--- config.mk ---
export PLATFORM = sky130hd
export DESIGN_NAME = clk_div_period_meter
export DESIGN_NICKNAME = d
export VERILOG_FILES = /design/src/rtl/clk_div_period_meter.sv
export SDC_FILE = /design/constraint.sdc
export NUM_CORES = 1
export LEC_CHECK = 0
export BUFFER_PORTS_ARGS = -buffer_cell sky130_fd_sc_hd__clkbuf_2
export CAP_MARGIN = 20
export CORE_MARGIN = 4
export CORE_UTILIZATION = 45
export CTS_CLUSTER_DIAMETER = 200
export DETAILED_ROUTE_END_ITERATION = 16
export PLACE_DENSITY_LB_ADDON = 0.1
export SYNTH_ARGS = -nofsm -noshare
export SYNTH_HDL_FRONTEND = slang
export SYNTH_SLANG_ARGS = --single-unit
--- constraint.sdc ---
create_clock -name clk_i -period 3.9 [get_ports clk_i]
set_input_delay 0.78 -clock clk_i [delete_from_list [all_inputs] [get_ports clk_i]]
set_output_delay 0.78 -clock clk_i [all_outputs]
set_load 0.01 [all_outputs]
--- src/rtl/clk_div_period_meter.sv ---
// Measures rising-edge period of sig_i in clk_i cycles, flags errors/timeouts, tracks lock; optional CLK_DIV_PERIOD_METER_SYNC_EN.
// Latency: period_valid_o 2 cycles after a sig_i rising edge (+2 with sync); no backpressure, pulses are one cycle.
module clk_div_period_meter #(
  parameter int CNT_WIDTH  = 16,
  parameter int TOLERANCE  = 0,
  parameter int LOCK_COUNT = 4
) (
  input  logic                 clk_i,
  input  logic                 rst_i,
  input  logic                 en_i,
  input  logic [CNT_WIDTH-1:0] div_i,
  input  logic                 sig_i,
  output logic [CNT_WIDTH-1:0] period_o,
  output logic                 period_valid_o,
  output logic                 err_o,
  output logic                 timeout_o,
  output logic                 lock_o,
  output logic [7:0]           err_cnt_o
);

  localparam logic [1:0] IDLE    = 2'd0;
  localparam logic [1:0] ARM     = 2'd1;
  localparam logic [1:0] MEASURE = 2'd2;

  localparam int LOCK_TGT = (LOCK_COUNT < 1) ? 1 : LOCK_COUNT;
  localparam int MW       = $clog2(LOCK_TGT + 1);
  localparam int XW       = CNT_WIDTH + 2;

  logic [1:0]           state;
  logic [CNT_WIDTH-1:0] cnt;
  logic [CNT_WIDTH-1:0] div_q;
  logic [MW-1:0]        match_cnt;
  logic                 sig_in;
  logic                 sig_s;
  logic                 sig_prev;

`ifdef CLK_DIV_PERIOD_METER_SYNC_EN
  logic [1:0] sync_q;

  always_ff @(posedge clk_i) begin
    if (rst_i) sync_q <= 2'b00;
    else       sync_q <= {sync_q[0], sig_i};
  end

  assign sig_in = sync_q[1];
`else
  assign sig_in = sig_i;
`endif

  always_ff @(posedge clk_i) begin
    if (rst_i) begin
      sig_s    <= 1'b0;
      sig_prev <= 1'b0;
    end else begin
      sig_s    <= sig_in;
      sig_prev <= sig_s;
    end
  end

  logic          rise;
  logic          div_ok;
  logic          div_chg;
  logic [XW-1:0] cnt_x;
  logic [XW-1:0] div_x;
  logic [XW-1:0] tol_x;
  logic [XW-1:0] limit;
  logic [XW-1:0] diff;
  logic          in_tol;
  logic          timeout_hit;

  assign rise    = sig_s & ~sig_prev;
  assign div_ok  = div_i > CNT_WIDTH'(1);
  assign div_chg = div_i != div_q;
  assign cnt_x   = {2'b00, cnt};
  assign div_x   = {2'b00, div_i};
  assign tol_x   = XW'(TOLERANCE);
  assign limit   = div_x + tol_x + XW'(1);
  assign diff    = (cnt_x >= div_x) ? (cnt_x - div_x) : (div_x - cnt_x);
  assign in_tol  = diff <= tol_x;
  // A saturated counter also times out, covering limits wider than CNT_WIDTH.
  assign timeout_hit = (cnt_x >= limit) || (&cnt);

  always_ff @(posedge clk_i) begin
    if (rst_i) begin
      state          <= IDLE;
      cnt            <= '0;
      div_q          <= '0;
      match_cnt      <= '0;
      period_o       <= '0;
      period_valid_o <= 1'b0;
      err_o          <= 1'b0;
      timeout_o      <= 1'b0;
      lock_o         <= 1'b0;
      err_cnt_o      <= 8'd0;
    end else begin
      period_valid_o <= 1'b0;
      err_o          <= 1'b0;
      timeout_o      <= 1'b0;
      div_q          <= div_i;

      if (!en_i) begin
        state     <= IDLE;
        lock_o    <= 1'b0;
        match_cnt <= '0;
      end else if (state != IDLE && div_chg) begin
        state     <= ARM;
        lock_o    <= 1'b0;
        match_cnt <= '0;
      end else begin
        case (state)
          IDLE: begin
            if (div_ok) state <= ARM;
          end
          ARM: begin
            if (rise) begin
              cnt   <= CNT_WIDTH'(1);
              state <= MEASURE;
            end
          end
          MEASURE: begin
            if (rise) begin
              period_o       <= cnt;
              period_valid_o <= 1'b1;
              cnt            <= CNT_WIDTH'(1);
              if (!in_tol) begin
                err_o     <= 1'b1;
                lock_o    <= 1'b0;
                match_cnt <= '0;
                if (err_cnt_o != 8'hFF) err_cnt_o <= err_cnt_o + 8'd1;
              end else begin
                if (match_cnt < MW'(LOCK_TGT)) match_cnt <= match_cnt + MW'(1);
                if (match_cnt >= MW'(LOCK_TGT - 1)) lock_o <= 1'b1;
              end
            end else if (timeout_hit) begin
              timeout_o <= 1'b1;
              lock_o    <= 1'b0;
              match_cnt <= '0;
              state     <= ARM;
              if (err_cnt_o != 8'hFF) err_cnt_o <= err_cnt_o + 8'd1;
            end else if (!(&cnt)) begin
              cnt <= cnt + CNT_WIDTH'(1);
            end
          end
          default: state <= IDLE;
        endcase
      end
    end
  end

endmodule

# After elaboration in Yosys (flattened, before gate mapping)
# Index checks and enable logic that the tools add are counted.
dict set report word_totals {
  regBits 67
  inputBits 20
}
dict set report op_classes {
  addsub 6
  order_cmp 6
  eq_ne 17
  muxes 27
  n_bitwise 6
  n_reduce_logical 19
}
# op count
set op_table {}
lappend op_table {{16-bit 2-to-1 mux} 4}
lappend op_table {{16-bit by 16-bit subtractor with 17-bit output} 2}
lappend op_table {{8-bit 2-to-1 mux} 4}
lappend op_table {{16-bit case mux with 2 select lines} 1}
lappend op_table {{18-bit by 1-bit less-or-equal comparator with 1-bit output, second input constant} 1}
lappend op_table {{18-bit 2-to-1 mux} 1}
lappend op_table {{3-bit inequality test, second input constant} 6}
lappend op_table {{16-bit by 1-bit adder with 17-bit output, second input constant} 1}
lappend op_table {{16-bit by 17-bit greater-or-equal comparator with 1-bit output} 1}
lappend op_table {{16-bit by 1-bit adder with 16-bit output, second input constant} 1}
lappend op_table {{16-bit greater-or-equal comparator} 1}
lappend op_table {{16-bit by 1-bit greater-than comparator with 1-bit output, second input constant} 1}
lappend op_table {{16-bit inequality test} 1}
lappend op_table {{16-bit AND reduction} 1}
lappend op_table {{3-bit 2-to-1 mux} 4}
lappend op_table {{4-bit AND reduction} 3}
lappend op_table {{2-bit inequality test, second input constant} 5}
lappend op_table {{5-bit OR reduction} 2}
lappend op_table {{8-bit by 1-bit adder with 8-bit output, second input constant} 1}
lappend op_table {{1-bit 2-to-1 mux} 8}
lappend op_table {{2-bit 2-to-1 mux} 4}
lappend op_table {{8-bit inequality test, second input constant} 1}
lappend op_table {{3-bit by 2-bit inequality test with 1-bit output, second input constant} 2}
lappend op_table {{2-bit case mux with 3 select lines} 1}
lappend op_table {{17 further kinds} 24}

# Depth between registers and ports, before layout
dict set report logic_depth {
  word_depth 7
  ltp_mapped 19
  ltp_nobuf 17
}

# Worst setup path after synthesis
# Ideal clock, no wire load.
dict set report synth_timing {
  kind {input -> register}
  start {input div_i[6]}
  end {register err_cnt_o[5]}
  setup_time_ns 0.071
  arrival_time_ns 3.971
  required_time_ns 3.829
  path_slack_ns -0.142
  path_stages 16
  path_cell_list {clkbuf_1 -> inv_1 -> nor4_1 -> nand2_1 -> xnor2_1 -> ha_1 -> nand2_1 -> o21ai_0 -> nor3_1 -> a211oi_2 -> o21ai_2 -> a21o_4 -> nor3_4 -> nand2_4 -> or4_1 -> a21oi_1}
}
dict set report synth_via {
  elab_chain_len 5
}
# item line_no
set synth_rtl {}
lappend synth_rtl {{from (decl)} 11} ;# input logic [CNT_WIDTH-1:0] div_i,
lappend synth_rtl {{16-bit by 16-bit subtractor with 17-bit output (tied with other cells)} 78} ;# assign diff = (cnt_x >= div_x) ? (cnt_x - div_x) : (div_x - cnt_x);
lappend synth_rtl {{18-bit 2-to-1 mux or 16-bit by 17-bit greater-or-equal comparator with 1-bit output (tied branches)} {78, 81}}
lappend synth_rtl {{18-bit by 1-bit less-or-equal comparator with 1-bit output or 1-bit logical OR (tied branches)} {79, 81}}
lappend synth_rtl {{2-bit inequality test (no line) or 2-bit nonzero test (tied branches)} --}
lappend synth_rtl {{5-bit AND reduction (no line) (*)} --}
lappend synth_rtl {{to (signal assigned)} 129} ;# if (err_cnt_o != 8'hFF) err_cnt_o <= err_cnt_o + 8'd1;
lappend synth_rtl {{to (signal assigned)} 139} ;# if (err_cnt_o != 8'hFF) err_cnt_o <= err_cnt_o + 8'd1;
lappend synth_rtl {{to (decl)} 18} ;# output logic [7:0] err_cnt_o
# Every way passes the cells marked *; elsewhere a longest branch is shown, timed or not.
# A chain may end at the register's enable or synchronous reset.

# Worst setup path after layout
dict set report layout_timing {
  start {input div_i[1]}
  end {register err_cnt_o[5]}
}
# Same word-level chain as after synthesis.

==> out/results.tsv <==
metric	value	unit
status	finished clean	
ant_nets	0	
synth_edf_count	0	
initial_core_util	46.9	%
io_pins	48	
path_clk_slew	60	ps
synth_top_area_share	24.6	%
fp.dieH	118	microns
cts_tree	done	
multiInputGateArea	3840	sq um
fmaxAchievable	0.271	GHz
synth_seq_area_share	24.6	%
relSlewSlack	52.1	%
setup_ws	213	ps
setup_viol	0	
hpwl	13400	microns
power_density	290	nW/um^2
path_class	in -> reg	
worst_pin_slew	713	ps
drv_cap	0	
drt_wl_total	16800	microns
power_leakage	2.80	nW
final.period_utilization	94.5	%
critPathLaunchType	input pin	
syn-num-nets	764	
avgViaCountPerCell	5.77	
port_buffers	47	
placed_area	6290	sq um
drt_iter0_drc	376	
crit_required	4170	ps
gp_congestion	0.909	
netlist_top_cells_area	dfxtp_1 (25%), ha_1 (13%), a21oi_1 (7.2%)	
synth_area	5440	sq um
end_kind	flip-flop	
ctsLongestPathBuffers	2	
final_core_util	58.1	%
arrival	3950	ps
maxSlewViolCount	0	
hold_viol_final	0	
grt_overflow	0	
clock_latency	340	ps
finalSetupTns	0	ps
core_area	11600	sq um
post-place-ws	-280	ps
regArea	1340	sq um
design.die.area	13900	sq um
die_w	118	microns
n_fill_cell	1096	
period_needed	3690	ps
worstPathMaxFanout	5	
avgSynthCellArea	7.90	sq um
route.vias.total	5471	
ys_top_cells_by_count	nor2_1 (90), a21oi_1 (78), dfxtp_1 (67)	
antennaDiodeCount	0	
cts_hold_buf	0	
cts_root_buf	clkbuf_16	
dp.cells	928	
grt_pass1_wl	27000	microns
async_flop_share	0	%
nNetsFinal	876	
fp-row-count	39	
synthDistinctLibCells	83	
cts.sinks	67	
h-tree-depth	3	
synth_cells	689	
grt_max_degree	60	
finish.instance_area	6740	sq um
yosysMostFrequentCell	nor2_1	
cts_buffers	9	
drive_above_1_share	24.3	%
yosys.area.top_type	dfxtp_1	
firstDrtPassIters	5	
grt_usage	23.9	%
drc	0	
finalNonFillerCells	949	
fin_skew	5.75	ps
ys.flop_type	dfxtp_1	
max-vdd-ir-drop	285	uV
hold_path_class	reg -> reg	
grt_pass1_vias	5287	
synth_seq_cells	67	
detail_route.wl_per_cell	17.7	microns
antenna_found_initial	0	
area_growth	23.9	%
yosysWarnings	0	
regToRegSetupSlack	500	ps
registers in the layout, indices dropped and copies added (netlist names):
register	cells
cnt	16
div_q	16
err_cnt_o	8
err_o	1
lock_o	1
match_cnt	3
period_o	16
period_valid_o	1
sig_prev	1
sig_s	1
state	2
timeout_o	1
per-stage QoR:
stage                     hold slack [ps]  total power [mW]
after global routing                  489              2.03
after floorplan                       455             0.902
after detailed placement              457              1.01
after CTS                             471              1.97
after global placement                447              1.01
final                                 466              1.96
final timing paths:
check | from | endpoint | cells past startpoint
worst max-delay path | div_i[1] | err_cnt_o[5] | 17
worst min-delay path | lock_o | lock_o | 1
worst max register to register | cnt[3] | err_cnt_o[1] | 13
worst min register to register | lock_o | lock_o | 1
area by class of cell:
cell class,count,share of cell area [%]
clock buffers,10,3.54
flip-flops and latches,67,19.9
clock inverters,6,1.65
well taps,143,2.65
inverters,41,2.28
multi-input cells,551,56.9
repair buffers,131,13.1
worst max-delay path: stages:
cell,delay (ps)
buf_2,110
ha_4,160
nand3_4,80
nor3_4,240
buf_6,140
nand3_1,90
xnor2_1,140
ha_1,330
nand4_1,130
a211o_1,310
a211oi_2,270
o21ai_2,120
a21o_4,220
nor3_4,180
nand2_4,90
or4_4,430
a21oi_2,140
cell usage in the layout (no fill, tap or decap), drive strengths merged, types with 5 or more instances in the layout:
master,n
clkbuf,55
nand4,21
o21ai,39
ha,55
inv,42
o21a,7
nand3,30
dfxtp,67
a21oi,82
and2,10
nor2b,8
buf,86
nand2,36
nor4,16
o31ai,7
xor2,7
nor3,22
nand2b,8
a211oi,11
a21o,7
a31oi,5
nor2,90
xnor2,36
kinds of logic after synthesis:
logic type | share of synthesized area, %
AOI/OAI and AO/OA | 22.9
adders and majority gates | 12.6
xor gates and xnor gates | 6.92
buffers and inverters | 6.57
DFF | 24.6
muxes | 0.735
and+or+nand+nor | 25.6
timing repair:
item                                    in CTS  in global routing
gates resized for setup                      0                 17
buffers inserted                             0                  4
endpoints found under the setup margin       0                 24
routing by layer:
metal	vias up	share of wire (%)	track usage [%]	wire [microns]
met1	2545	46	31.9	7780
met3	43	4.3	3.89	726
li1	2694	-	-	-
met5	-	0	0	0
met2	189	46	38.0	7730
met4	0	3.1	10.3	518
report_power, final:
| part | total [mW] | leakage, nW | switching (mW) | internal, mW |
|---|---|---|---|---|
| sequential | 0.701 | 0.545 | 0.00551 | 0.695 |
| clock | 0.953 | 0.169 | 0.310 | 0.643 |
| combinational | 0.303 | 2.09 | 0.174 | 0.129 |
| total | 1.96 | 2.80 | 0.490 | 1.47 |
Power figures use the tool's default switching activity.
